==> src/rtl/cache_way_array_if.sv <==
// Bus bundle for cache_way_array: read/write/flush requests and registered read results.
interface cache_way_array_if #(
    parameter int unsigned S_INDEX  = 3,
    parameter int unsigned WIDTH    = 32,
    parameter int unsigned NUM_WAYS = 2
) ();
    logic                      read;
    logic [S_INDEX-1:0]        rindex;
    logic                      load;
    logic [S_INDEX-1:0]        windex;
    logic [NUM_WAYS-1:0]       wway;
    logic [WIDTH/8-1:0]        wmask;
    logic [WIDTH-1:0]          datain;
    logic                      flush;
    logic [NUM_WAYS*WIDTH-1:0] dataout;
    logic [NUM_WAYS-1:0]       valid_out;
    logic                      busy;
    logic                      flush_done;

    // Requester side
    modport master (
        output read, rindex, load, windex, wway, wmask, datain, flush,
        input  dataout, valid_out, busy, flush_done
    );

    // Storage array side
    modport slave (
        input  read, rindex, load, windex, wway, wmask, datain, flush,
        output dataout, valid_out, busy, flush_done
    );
endinterface

==> src/rtl/cache_way_array.sv <==
// Multi-way cache storage array with per-way valid bits, byte-masked writes,
// parallel registered read of all ways and a one-set-per-cycle valid flush.
// Optional macro CACHE_ARRAY_BYPASS_EN forwards a same-index write into the read result.
module cache_way_array #(
    parameter int unsigned S_INDEX  = 3,
    parameter int unsigned WIDTH    = 32,
    parameter int unsigned NUM_WAYS = 2
) (
    input  logic             clk,
    input  logic             rst_n,
    cache_way_array_if.slave bus
);
    localparam int unsigned NUM_SETS  = 2**S_INDEX;
    localparam int unsigned NUM_BYTES = WIDTH / 8;

    typedef enum logic [1:0] {IDLE, FLUSH, DONE} state_e;

    state_e                    state_q, state_d;
    logic [S_INDEX-1:0]        cnt_q, cnt_d;
    logic                      busy_q, busy_d;
    logic                      flush_done_q, flush_done_d;
    logic [NUM_WAYS*WIDTH-1:0] dataout_q, dataout_d;
    logic [NUM_WAYS-1:0]       valid_out_q, valid_out_d;
    logic [NUM_WAYS-1:0]       valid_q [NUM_SETS];
    logic [NUM_WAYS-1:0]       valid_d [NUM_SETS];
    logic [WIDTH-1:0]          data_q  [NUM_SETS][NUM_WAYS];
    logic [WIDTH-1:0]          data_d  [NUM_SETS][NUM_WAYS];
    logic                      accept_c, start_c, rd_en_c, wr_en_c;

    // Replace the bytes of old_v selected by mask with the matching bytes of new_v
    function automatic logic [WIDTH-1:0] merge_bytes(input logic [WIDTH-1:0]     old_v,
                                                     input logic [WIDTH-1:0]     new_v,
                                                     input logic [NUM_BYTES-1:0] mask);
        logic [WIDTH-1:0] res;
        res = old_v;
        for (int unsigned b = 0; b < NUM_BYTES; b++) begin
            if (mask[b]) res[b*8 +: 8] = new_v[b*8 +: 8];
        end
        return res;
    endfunction

    // Flush sequencer next state and request qualification
    always_comb begin
        state_d  = state_q;
        cnt_d    = cnt_q;
        accept_c = (state_q != FLUSH);
        start_c  = (state_q == IDLE) && bus.flush;
        unique case (state_q)
            IDLE: begin
                if (bus.flush) begin
                    state_d = FLUSH;
                    cnt_d   = '0;
                end
            end
            FLUSH: begin
                if (cnt_q == S_INDEX'(NUM_SETS - 1)) state_d = DONE;
                else                                 cnt_d   = cnt_q + S_INDEX'(1);
            end
            DONE:    state_d = IDLE;
            default: state_d = IDLE;
        endcase
        rd_en_c      = bus.read && accept_c;
        wr_en_c      = bus.load && accept_c && !start_c;  // flush start drops the load
        busy_d       = (state_d == FLUSH);
        flush_done_d = (state_d == DONE);
    end

    // Storage update: masked writes to selected ways, valid clear of the flushed set
    always_comb begin
        data_d  = data_q;
        valid_d = valid_q;
        for (int unsigned w = 0; w < NUM_WAYS; w++) begin
            if (wr_en_c && bus.wway[w]) begin
                data_d[bus.windex][w]  = merge_bytes(data_q[bus.windex][w], bus.datain, bus.wmask);
                valid_d[bus.windex][w] = 1'b1;
            end
        end
        if (state_q == FLUSH) valid_d[cnt_q] = '0;
    end

    // Read of all ways of the selected set; holds when no read is accepted
    always_comb begin
        dataout_d   = dataout_q;
        valid_out_d = valid_out_q;
        if (rd_en_c) begin
            for (int unsigned w = 0; w < NUM_WAYS; w++) begin
                dataout_d[w*WIDTH +: WIDTH] = data_q[bus.rindex][w];
                valid_out_d[w]              = valid_q[bus.rindex][w];
`ifdef CACHE_ARRAY_BYPASS_EN
                if (wr_en_c && bus.wway[w] && (bus.windex == bus.rindex)) begin
                    dataout_d[w*WIDTH +: WIDTH] = merge_bytes(data_q[bus.rindex][w], bus.datain, bus.wmask);
                    valid_out_d[w]              = 1'b1;
                end
`endif
            end
        end
    end

    // Control, valid and output registers
    always_ff @(posedge clk or negedge rst_n) begin
        if (!rst_n) begin
            state_q      <= IDLE;
            cnt_q        <= '0;
            busy_q       <= 1'b0;
            flush_done_q <= 1'b0;
            dataout_q    <= '0;
            valid_out_q  <= '0;
            for (int unsigned s = 0; s < NUM_SETS; s++) valid_q[s] <= '0;
        end else begin
            state_q      <= state_d;
            cnt_q        <= cnt_d;
            busy_q       <= busy_d;
            flush_done_q <= flush_done_d;
            dataout_q    <= dataout_d;
            valid_out_q  <= valid_out_d;
            valid_q      <= valid_d;
        end
    end

    // Data storage is not reset
    always_ff @(posedge clk) begin
        data_q <= data_d;
    end

    assign bus.dataout    = dataout_q;
    assign bus.valid_out  = valid_out_q;
    assign bus.busy       = busy_q;
    assign bus.flush_done = flush_done_q;
endmodule
==> src/flat_wrapper.sv <==
// flat-port wrapper written by rule: the top's interface ports become plain ports
module cache_way_array_flat 
#(
    parameter int unsigned S_INDEX  = 3,
    parameter int unsigned WIDTH    = 32,
    parameter int unsigned NUM_WAYS = 2
)
  (clk, rst_n, bus_read, bus_rindex, bus_load, bus_windex, bus_wway, bus_wmask, bus_datain, bus_flush, bus_dataout, bus_valid_out, bus_busy, bus_flush_done);
  cache_way_array_if #(.S_INDEX(S_INDEX), .WIDTH(WIDTH), .NUM_WAYS(NUM_WAYS)) bus_i ();
  input  logic clk;
  input  logic rst_n;
  input wire logic [$bits(bus_i.read)-1:0] bus_read;
  input wire logic [$bits(bus_i.rindex)-1:0] bus_rindex;
  input wire logic [$bits(bus_i.load)-1:0] bus_load;
  input wire logic [$bits(bus_i.windex)-1:0] bus_windex;
  input wire logic [$bits(bus_i.wway)-1:0] bus_wway;
  input wire logic [$bits(bus_i.wmask)-1:0] bus_wmask;
  input wire logic [$bits(bus_i.datain)-1:0] bus_datain;
  input wire logic [$bits(bus_i.flush)-1:0] bus_flush;
  output wire logic [$bits(bus_i.dataout)-1:0] bus_dataout;
  output wire logic [$bits(bus_i.valid_out)-1:0] bus_valid_out;
  output wire logic [$bits(bus_i.busy)-1:0] bus_busy;
  output wire logic [$bits(bus_i.flush_done)-1:0] bus_flush_done;
  assign bus_i.read = bus_read;
  assign bus_i.rindex = bus_rindex;
  assign bus_i.load = bus_load;
  assign bus_i.windex = bus_windex;
  assign bus_i.wway = bus_wway;
  assign bus_i.wmask = bus_wmask;
  assign bus_i.datain = bus_datain;
  assign bus_i.flush = bus_flush;
  assign bus_dataout = bus_i.dataout;
  assign bus_valid_out = bus_i.valid_out;
  assign bus_busy = bus_i.busy;
  assign bus_flush_done = bus_i.flush_done;
  cache_way_array #(.S_INDEX(S_INDEX), .WIDTH(WIDTH), .NUM_WAYS(NUM_WAYS)) u_core (.clk(clk), .rst_n(rst_n), .bus(bus_i));
endmodule
==> config.mk <==
export PLATFORM = sky130hd
export DESIGN_NAME = cache_way_array_flat
export DESIGN_NICKNAME = d
export VERILOG_FILES = /design/src/rtl/cache_way_array_if.sv /design/src/rtl/cache_way_array.sv /design/src/flat_wrapper.sv
export SDC_FILE = /design/constraint.sdc
export NUM_CORES = 1
export LEC_CHECK = 0
export CAP_MARGIN = 20
export CORE_UTILIZATION = 44
export DETAILED_ROUTE_END_ITERATION = 7
export GPL_TIMING_DRIVEN = 1
export SLEW_MARGIN = 20
export SYNTH_ARGS = -nofsm -noshare
export SYNTH_HDL_FRONTEND = slang
export SYNTH_SLANG_ARGS = --single-unit
==> constraint.sdc <==
create_clock -name clk -period 9.3 [get_ports clk]
set_input_delay 2.325 -clock clk [delete_from_list [all_inputs] [get_ports clk]]
set_output_delay 2.325 -clock clk [all_outputs]
set_load 0.05 [all_outputs]
Word level (Yosys, flattened, before mapping)
Index checks and enable logic that the tools add are counted.

Add/sub/neg operators: 1. Multiply operators: 0. Divide/modulo/power cells: 0. Order comparisons: 5. Equal/unequal tests: 7. Shift-type cells: 0. Mux-type cells: 48. Bitwise gates (word level): 7. Reductions and logical operators: 12.

Operators by type and width (count): 512-bit bitwise mux (2); 512-bit two-way mux (2); 64-bit binary-select mux with 3-bit select (2); 64-bit demux with 3-bit select (2); 64-bit two-way mux (5); 8-bit two-way mux (16); 16-bit two-way mux (3); 32-bit two-way mux (1); 16-bit bitwise OR (2); 2-bit demux with 3-bit select (3); 16-bit bitwise AND (1); 16-bit NOT (1); 4-bit greater-or-equal comparator (second input constant) (3); 2-bit two-way mux (6); 3-bit NOT with 4-bit output (3); 1-bit logical AND (8); 4-bit by 1-bit < comparator with 1-bit output (second input constant) (2); 2-bit binary-select mux with 3-bit select (1); 3-bit two-way mux (2); 3-bit case mux with 2 select lines (1); 2-bit by 1-bit equality test with 1-bit output (second input constant) (2); 2-bit inequality test (second input constant) (2); 2-bit case mux with 2 select lines (1); 3-bit by 1-bit adder with 3-bit output (second input constant) (1); other kinds (8) (8).

Register bits: 601. Latch bits: 0. Memory bits (writable): 0. ROM bits: 0. Input bits: 49. Memories: 0.

Longest topological paths before layout
Gate-level depths: netlist of the first run.

Word-level depth: 11. Depth in mapped cells: 8.

Worst setup path after synthesis of the first run
OpenSTA, ideal clock, no wires.

Path type: input to register. Start point: input bus_windex[0]. End point: register u_core.data_q[352] in the netlist's numbering, enable pin. Setup time: 463 ps. Arrival time: 5277 ps. Setup slack: 3560 ps. Stages on the path: 5. Buffers on the path: 4. Cells stage by stage: buf_2 > buf_6 > buf_2 > buf_2 > nor3_1.

Longest elaborated chain between the ends: 10.

RTL lines: from (decl) (line flat_wrapper.sv:15) `input wire logic [$bits(bus_i.windex)-1:0] bus_windex;`; 3-bit NOT with 4-bit output (implied by the code) (*) (line cache_way_array.sv:74) `data_d[bus.windex][w] = merge_bytes(data_q[bus.windex][w], bus.datain, bus.wmask);`; 64-bit binary-select mux with 3-bit select (line cache_way_array.sv:74); 64-bit two-way mux (implied by the code) (2 in series) (line cache_way_array.sv:74); 8-bit two-way mux (line cache_way_array.sv:37) `if (mask[b]) res[b*8 +: 8] = new_v[b*8 +: 8];`; 8-bit two-way mux (line cache_way_array.sv:73) `if (wr_en_c && bus.wway[w]) begin`; 512-bit bitwise mux (line cache_way_array.sv:74); 512-bit two-way mux (line cache_way_array.sv:73); 512-bit bitwise mux (line cache_way_array.sv:74); 512-bit two-way mux (*) (line cache_way_array.sv:73); to (signal assigned) (line cache_way_array.sv:122) `data_q <= data_d;`; to (decl) (line cache_way_array.sv:26) `logic [WIDTH-1:0] data_q [NUM_SETS][NUM_WAYS];`.

Mark *: on every way between the ends. The rest lies on a longest branch, timed or not. The select of a mux whose other input is x is not followed. A chain may end at the register's enable or synchronous reset.

==> results of run 1 <==
[routing by layer]
layer  up-vias  part of all wire (%)  track usage, %
li1       7775                     -               -
met1      9517                    43            35.9
met2       824                    47            39.8
met3       126                   7.4            4.03
met4         0                   2.6            8.30
met5         -                     0               0
[logic make-up after synthesis]
logic type | count (synthesis) | synth area share [%]
and+or+nand+nor | 454 | 7.00
buffers and inverters | 176 | 3.17
AOI/OAI and AO/OA | 331 | 9.38
DFF | 601 | 61.1
muxes | 384 | 19.3
adders and majority gates | 2 | 0.0868
[stage by stage]
step / total power (µW) / instance area (µm²)
finish: 7280 / 32700
global route: 7550 / 32700
floorplan: 4250 / 28800
detailed placement: 4770 / 30600
CTS: 7350 / 32700
global placement: 4750 / 30600
[synth_stat cells, types with 31 or more instances]
cell        n
o21ai_0    76
buf_4      31
nor3_1     40
edfxtp_1  512
dfrtp_1    89
mux4_2    134
mux2i_1   222
o22ai_1    61
buf_2      73
nand2_1    86
clkbuf_1   43
nor2_1    256
[final cells by class]
| cell class | instances | area share [%] |
|---|---|---|
| well taps | 855 | 3.27 |
| repair buffers | 164 | 4.59 |
| multi-input cells | 1171 | 31.6 |
| clock buffers | 101 | 6.11 |
| flip-flops and latches | 601 | 53.8 |
| inverters | 18 | 0.207 |
| clock inverters | 21 | 0.409 |
[sequential cells by signal, indices dropped and copies added (netlist names)]
signal / cells
u_core.valid_q: 16
u_core.bus.dataout: 64
u_core.state_q: 2
u_core.bus.flush_done: 1
u_core.data_q: 512
u_core.bus.valid_out: 2
u_core.bus.busy: 1
u_core.cnt_q: 3
[cells in the final DEF, fill, tap and decap left out, drive strengths merged, types with 11 or more instances in the layout]
| cell | n |
|---|---|
| a21boi | 11 |
| nor2 | 259 |
| a22oi | 16 |
| dfrtp | 89 |
| a21oi | 30 |
| clkdlybuf4s50 | 106 |
| edfxtp | 512 |
| clkbuf | 103 |
| nor3 | 49 |
| o21ai | 79 |
| nand2b | 22 |
| inv | 19 |
| a221o | 21 |
| clkinv | 18 |
| a221oi | 29 |
| buf | 56 |
| o22ai | 61 |
| o22a | 12 |
| mux4 | 134 |
| nand2 | 91 |
| o31ai | 20 |
| mux2 | 28 |
| mux2i | 222 |
[final timing paths]
kind	from	to	slack (ns)	cells after the start
max	bus_windex[0]	u_core.data_q[457]	4.17	7
min	u_core.bus.dataout[30]	u_core.bus.dataout[30]	0.47	2
max reg2reg	u_core.state_q[0]	u_core.data_q[27]	5.89	5
min reg2reg	u_core.bus.dataout[30]	u_core.bus.dataout[30]	0.47	2
max in group asynchronous	rst_n	u_core.bus.dataout[35]	6.39	2
min in group asynchronous	rst_n	u_core.bus.dataout[2]	1.70	1
[tightest hold or removal path, stage by stage (launching register included)]
cell and delay, ns:
dfrtp_1 0.34, nand2_1 0.04, o21ai_0 0.06
[where the power goes]
group	switching, µW	internal, µW
Sequential	117	3110
Combinational	996	484
Clock	1060	1520
Total	2170	5110
==> results_dict.tcl, run 1 <==
set metrics [dict create \
    grt_pass1_vias 18600 \
    crit_buf_inv 3 \
    tightest_slew_ns 1.09 \
    grt_start_max_net_pins 72 \
    post-place-ws_ns 3.61 \
    synth-seq-cells 601 \
    post_cts_resize_count 0 \
    crit_family "buffers and inverters" \
    hp-class "reg2reg" \
    layoutNonFillerInstCount 2931 \
    synth_top_area_share_pct 53.4 \
    syn_nets 1999 \
    synth_area_um2 28800 \
    die_h_um 258 \
    route.detailed.drc 0 \
    antennaDiodeCount 0 \
    layout_setup_ws_ns 4.17 \
    overflow 0 \
    worst_path_max_delay_cell "buf_4" \
    power_density_nw_per_um2 223 \
    timing.critical_path.mode_cell "buf_4" \
    irDropWorstVdd_mv 0.118 \
    placed_cells 2809 \
    setup_tns_ns 0 \
    dieArea_um2 66500 \
    finalSetupViolCount 0 \
    synth.area.top_cells "edfxtp_1, mux4_2, dfrtp_1, mux2i_1, nor2_1" \
    clock_skew_ns 0.0181 \
    seq_area_frac_synth_pct 61.1 \
    drv_cap 0 \
    core_um2 64600 \
    yosysUniqueCellTypes 55 \
    cp.arrival_ns 5.43 \
    num-fill-cells 5384 \
    finalHoldViolations 0 \
    multi_input_area_um2 10300 \
    initial_core_util_pct 44.6 \
    synth_edf_count 512 \
    pin_count 117 \
    grt_pass1_wl_um 124000 \
    holdWs_ns 0.475 \
    ys.flop_type "edfxtp_1" \
    postCtsSetupBuffers 0 \
    via_count 18200 \
    gp_congestion 0.816 \
    netlist_instances 1948 \
    cts_hold_buf 0 \
    slew_headroom_pct 27.3 \
    die_w_um 258 \
    h-tree-depth 3 \
    core.rowCount 93 \
    fin_crit_ns 5.13 \
    area_delta_synth_final_pct 13.5 \
    port_buffers 116 \
    drt_wl_total_um 83700 \
    cts_sinks 601 \
    drv_slew 0 \
    cts_root_buffer "clkbuf_16" \
    avgViaCountPerCell 6.22 \
    avgSynthCellArea_um2 14.8 \
    clockBufferDepth 3 \
    clk_pin_slew_ns 0.06 \
    antenna_found_initial 3 \
    cp_data_required_time_ns 9.60 \
    final_core_util_pct 50.7 \
    leakage_uw 0.0117 \
    fin_nets 2074 \
    crit_path_max_incr_delay_ns 0.78 \
    regArea_um2 17600 \
    grt.total_usage_pct 25.3 \
    dr.pass1.iters 5 \
    rsz0062_at_grt "false" \
    layout-drive-gt1-share_pct 18.2 \
    drtIter0Drc 1979 \
    fmax_mhz 195 \
    crit_path_end_kind "flip-flop" \
    route.antenna.remaining_nets 0 \
    ys.warnings.count 0 \
    worst-path-max-fanout 57 \
    cts_tree "yes" \
    clk-insertion-delay-late_ns 0.60 \
    synthArstFlopShare_pct 14.8 \
    min_period_over_period_pct 55.2 \
    path_cells "clkbuf_8 -> buf_4 -> buf_4 -> mux2i_1 -> o22ai_1 -> nor3_2 -> nor3_1" \
    run_status "finished clean" \
    critical_path_class "in2reg" \
    yosysTopAreaCell "edfxtp_1" \
    cts_inserted_buffers 67 \
    hpwl_um 48500 \
    wire_per_inst_um 28.5 \
    cp-start-kind "input port" \
]
(Power assumes the default switching activity.)
==> run 2: changes to the inputs <==
==> constraint.sdc (replaced) <==
create_clock -name clk -period 4.3 [get_ports clk]
set_input_delay 1.075 -clock clk [delete_from_list [all_inputs] [get_ports clk]]
set_output_delay 1.075 -clock clk [all_outputs]
set_load 0.05 [all_outputs]
==> run 2 against run 1 <==
Die area did not move. Hold slack improved by 0.0034 ns. Sequential share of layout area shrank 0.90 points. Highest routed layer unchanged.
==> results_dict.tcl, run 2 (synthesis gave the netlist of run 1 again) <==
set metrics [dict create \
    leakage_uw 0.0120 \
    power_density_nw_per_um2 475 \
    drv_cap 0 \
    clk-insertion-delay-late_ns 0.62 \
    rsz0062_at_grt "false" \
    hpwl_um 50300 \
    dpl-instance-area_um2 31100 \
    num-fill-cells 5343 \
    cp-start-kind "input port" \
    run_status "finished clean" \
    grt_pass1_vias 19000 \
    cts_inserted_buffers 66 \
    layout-drive-gt1-share_pct 19.4 \
    port_buffers 116 \
    fin_crit_ns 2.97 \
    dr.pass1.iters 6 \
    hp-class "reg2reg" \
    route.detailed.drc 0 \
    die_w_um 258 \
    pin_count 117 \
    grt_pass1_wl_um 127000 \
    grt_start_max_net_pins 133 \
    drtIter0Drc 1716 \
    fin_nets 2104 \
    clockBufferDepth 3 \
    largest-register "u_core.data_q" \
    die_h_um 258 \
    clock_skew_ns 0.0269 \
    overflow 0 \
    layout_commonest_cell "edfxtp_1" \
    final_area_um2 33300 \
    grt.total_usage_pct 26.1 \
    largest_reg_flops 512 \
    via_count 18300 \
    worst-path-max-fanout 25 \
    slew_headroom_pct 36.8 \
    area_delta_synth_final_pct 15.5 \
    cp_data_required_time_ns 4.56 \
    critical_path_class "in2reg" \
    clk_pin_slew_ns 0.06 \
    fmax_mhz 336 \
    cts_tree "yes" \
    tightest_slew_ns 0.946 \
    gp_congestion 0.815 \
    h-tree-depth 3 \
    avgViaCountPerCell 6.19 \
    dieArea_um2 66500 \
    min_period_over_period_pct 69.1 \
    finalHoldViolations 0 \
    core.rowCount 93 \
    cts_sinks 601 \
    setup_tns_ns 0 \
    irDropWorstVdd_mv 0.342 \
    route.antenna.remaining_nets 0 \
    drv_slew 0 \
    drt_wl_total_um 86000 \
    antenna_found_initial 1 \
    core_um2 64600 \
    cp.arrival_ns 3.23 \
    cts_hold_buf 0 \
    crit_path_end_kind "flip-flop" \
    post_cts_resize_count 0 \
    postCtsSetupBuffers 0 \
    layout_common_cells "edfxtp_1, nor2_1, mux2i_1, mux4_2, clkdlybuf4s50_1" \
    initial_core_util_pct 44.6 \
    cts_root_buffer "clkbuf_16" \
    wire_per_inst_um 29.0 \
    finalSetupViolCount 0 \
]
run 2: cell types whose count changed in the layout (fill, tap and decap cells not counted), sizes merged:
| cell | delta |
|---|---|
| diode | +4 |
| clkinv | -4 |
| buf | +31 |
run 2: where the power goes:
group          internal (µW)  leakage [µW]  switching [µW]
combinational           1080       0.00477            2160
clock                   3290       0.00105            2300
sequential              6730       0.00619             246
total                  11100        0.0120            4710
run 2: path summary, 6_finish.rpt:
kind / startpoint / to / slack, ns / cells past startpoint
min: u_core.bus.dataout[1] / u_core.bus.dataout[1] / 0.48 / 2
max in group asynchronous: rst_n / u_core.valid_q[11] / 3.04 / 2
max reg2reg: u_core.state_q[0] / u_core.data_q[242] / 1.80 / 5
min in group asynchronous: rst_n / u_core.bus.dataout[24] / 0.53 / 1
max: bus_windex[1] / u_core.data_q[378] / 1.33 / 7
min reg2reg: u_core.bus.dataout[1] / u_core.bus.dataout[1] / 0.48 / 2
run 2: layout make-up:
cell class	instances	area [µm²]	share of cell area (%)
Tap cell	855	1070	3.21
Clock inverter	17	114	0.342
Antenna cell	4	10.0	0.0301
Timing Repair Buffer	195	2040	6.12
Clock buffer	101	2020	6.06
Inverter	18	67.6	0.203
Sequential cell	601	17600	52.9
Multi-Input combinational cell	1171	10400	31.1
run 2: through the flow:
step / total power [µW] / utilization (%) / setup slack, ns / instances / hold slack [ns]
2_1_floorplan: 9190 / - / 0.606 / 1948 / 0.455
3_3_place_gp: 10300 / 48.2 / 0.827 / 2840 / 0.461
3_5_place_dp: 10400 / 48.2 / 0.726 / 2840 / 0.470
4_1_cts: 15900 / 51.5 / 1.33 / 2958 / 0.483
5_1_grt: 16400 / 51.5 / 1.15 / 2958 / 0.507
6_report: 15800 / 51.5 / 1.33 / 2962 / 0.478
run 2: worst max-delay path, stage by stage:
cell and delay [ns]:
buf_2 0.52, buf_4 0.30, buf_4 0.32, mux2_2 0.38, a221o_1 0.30, nand2_1 0.06
a21boi_0 0.24
run 2: per-layer routing:
metal	wire, µm	vias up	track usage [%]	part of all wire (%)
met5	0	-	0	0
met4	2520	0	9.60	2.9
met3	6210	141	4.88	7.2
met2	40500	796	41.4	47
met1	36700	9549	35.9	43
li1	-	7847	-	-
==> run 3: changes to the inputs <==
==> constraint.sdc (replaced) <==
create_clock -name clk -period 2.75 [get_ports clk]
set_input_delay 0.6875 -clock clk [delete_from_list [all_inputs] [get_ports clk]]
set_output_delay 0.6875 -clock clk [all_outputs]
set_load 0.05 [all_outputs]
==> run 3 against run 2 <==
First-iteration DRC count increased by 11%. Highest routed layer unchanged. Register-to-register slack got worse by 1.2 ns. Sequential share of layout area decreased by 1.5 points.
==> results_dict.tcl, run 3 (synthesis gave the netlist of run 1 again) <==
set metrics [dict create \
    reg2reg_from "u_core.state_q[0]" \
    cts_root_buffer "clkbuf_16" \
    cts_hold_buf 0 \
    dieArea_um2 66500 \
    cp-start-kind "flip-flop" \
    cp.depth 1 \
    layout_commonest_cell "edfxtp_1" \
    crit_family "buffers and inverters" \
    port_buffers 116 \
    switchingPower_uw 7400 \
    fin_crit_ns 2.57 \
    crit_path_max_incr_delay_ns 0.85 \
    tightest_slew_ns 0.809 \
    irDropWorstVdd_mv 0.440 \
    core_um2 64600 \
    cts_tree "yes" \
    dr.pass1.iters 6 \
    pin_count 117 \
    grt_pass1_wl_um 126000 \
    layout_setup_ws_ns 0.176 \
    clk_pin_slew_ns 0.06 \
    post-place-ws_ns -0.0100 \
    slew_headroom_pct 45.6 \
    setup_tns_ns 0 \
    critical_path_class "reg2out" \
    cts_inserted_buffers 66 \
    leakage_uw 0.0125 \
    startpoint "u_core.bus.dataout[5]" \
    r2r_setup_slack_ns 0.62 \
    cp.arrival_ns 1.89 \
    avgViaCountPerCell 6.12 \
    drv_slew 0 \
    largest_reg_flops 512 \
    route.antenna.remaining_nets 0 \
    hp-class "in2async" \
    layout-drive-gt1-share_pct 22.6 \
    worst_path_max_delay_cell "clkdlybuf4s50_1" \
    crit_path_end_kind "output pin" \
    hpwl_um 53900 \
    wire_per_inst_um 28.0 \
    run_status "finished clean" \
    intPower_uw 17500 \
    power_frac_comb_pct 21.1 \
    finalHoldViolations 0 \
    crit_path_end "bus_dataout[5]" \
    antenna_found_initial 1 \
    min_period_over_period_pct 93.6 \
    via_count 18700 \
    initial_core_util_pct 44.6 \
    clockBufferDepth 3 \
    largest-register "u_core.data_q" \
    finalSetupViolCount 0 \
    drt_wl_total_um 85500 \
    postCtsSetupBuffers 0 \
    drv_cap 0 \
    route.detailed.drc 0 \
    h-tree-depth 3 \
    worst_r2r_path_depth 6 \
    grt_start_max_net_pins 81 \
    clock_skew_ns 0.0154 \
    grt_pass1_vias 18900 \
    crit_buf_inv 1 \
    path_cells "clkdlybuf4s50_1" \
    r2r-end "u_core.data_q[467]" \
    drtIter0Drc 1901 \
    gp_congestion 0.831 \
    grt.total_usage_pct 25.8 \
    worst-path-max-fanout 2 \
    fmax_mhz 389 \
    sw_frac_of_total_pct 29.8 \
    post_cts_resize_count 0 \
    die_w_um 258 \
    die_h_um 258 \
    cts_sinks 601 \
    layout_common_cells "edfxtp_1, nor2_1, mux2i_1, mux4_2, buf_4" \
    cp_data_required_time_ns 2.06 \
    rsz0062_at_grt "false" \
    p_seq_share_pct 43.9 \
    overflow 0 \
    power_density_nw_per_um2 726 \
    core.rowCount 93 \
    clock_power_share_pct 35.0 \
    area_delta_synth_final_pct 18.8 \
    clk-insertion-delay-late_ns 0.61 \
    fin_nets 2193 \
]
-- run 3: cell count changes in the layout (fill, tap and decap cells not counted), sizes merged --
cell / before / now
buf: 87 / 177
inv: 19 / 20
clkinvlp: 1 / 4
clkbuf: 103 / 94
bufinv: 1 / 3
clkinv: 14 / 18
diode: 4 / 2
-- run 3: how the worst min path moves through the flow --
| stage | from | endpoint | slack [ns] |
|---|---|---|---|
| 2_1_floorplan | rst_n | u_core.bus.busy | 0.39 |
| 3_3_place_gp | u_core.bus.dataout[24] | u_core.bus.dataout[24] | 0.46 |
| 3_5_place_dp | u_core.bus.dataout[40] | u_core.bus.dataout[40] | 0.47 |
| 4_1_cts | rst_n | u_core.bus.dataout[8] | 0.05 |
| 5_1_grt | rst_n | u_core.bus.dataout[7] | 0.06 |
| 6_report | rst_n | u_core.bus.dataout[7] | 0.03 |
-- run 3: through the flow --
step | hold slack, ns | utilization, % | cell area (µm²) | instances | power [µW]
detailed placement | 0.469 | 49.7 | 32100 | 2929 | 16300
floorplan | 0.392 | - | 28800 | 1948 | 14400
CTS | 0.0475 | 53.0 | 34200 | 3049 | 25000
global route | 0.0604 | 53.0 | 34200 | 3049 | 25700
global placement | 0.462 | 49.7 | 32100 | 2929 | 16300
finish | 0.0271 | 53.0 | 34200 | 3051 | 24900
-- run 3: final cells by class --
type,count,area (µm²)
fillers,5308,30300
well taps,855,1070
flip-flops and latches,601,17600
inverters,18,67.6
clock buffers,93,1900
repair buffers,284,3020
diodes,2,5.00
multi-input cells,1171,10400
clock inverters,27,220
-- run 3: layer usage --
metal	part of all wire (%)	vias to the layer above	GRT usage, %
li1	-	8037	-
met1	43	9692	36.1
met2	48	800	41.3
met3	6.9	149	4.26
met4	2.4	0	7.86
met5	0	-	0
-- run 3: power by group through the flow --
| stage | clock network, µW | logic, µW | registers, µW |
|---|---|---|---|
| 4_1_cts | 8840 | 5270 | 10900 |
| 3_5_place_dp | 0 | 5250 | 11100 |
| 6_report | 8700 | 5240 | 10900 |
| 5_1_grt | 9180 | 5540 | 11000 |
| 3_3_place_gp | 0 | 5200 | 11100 |
| 2_1_floorplan | 0 | 1780 | 12600 |
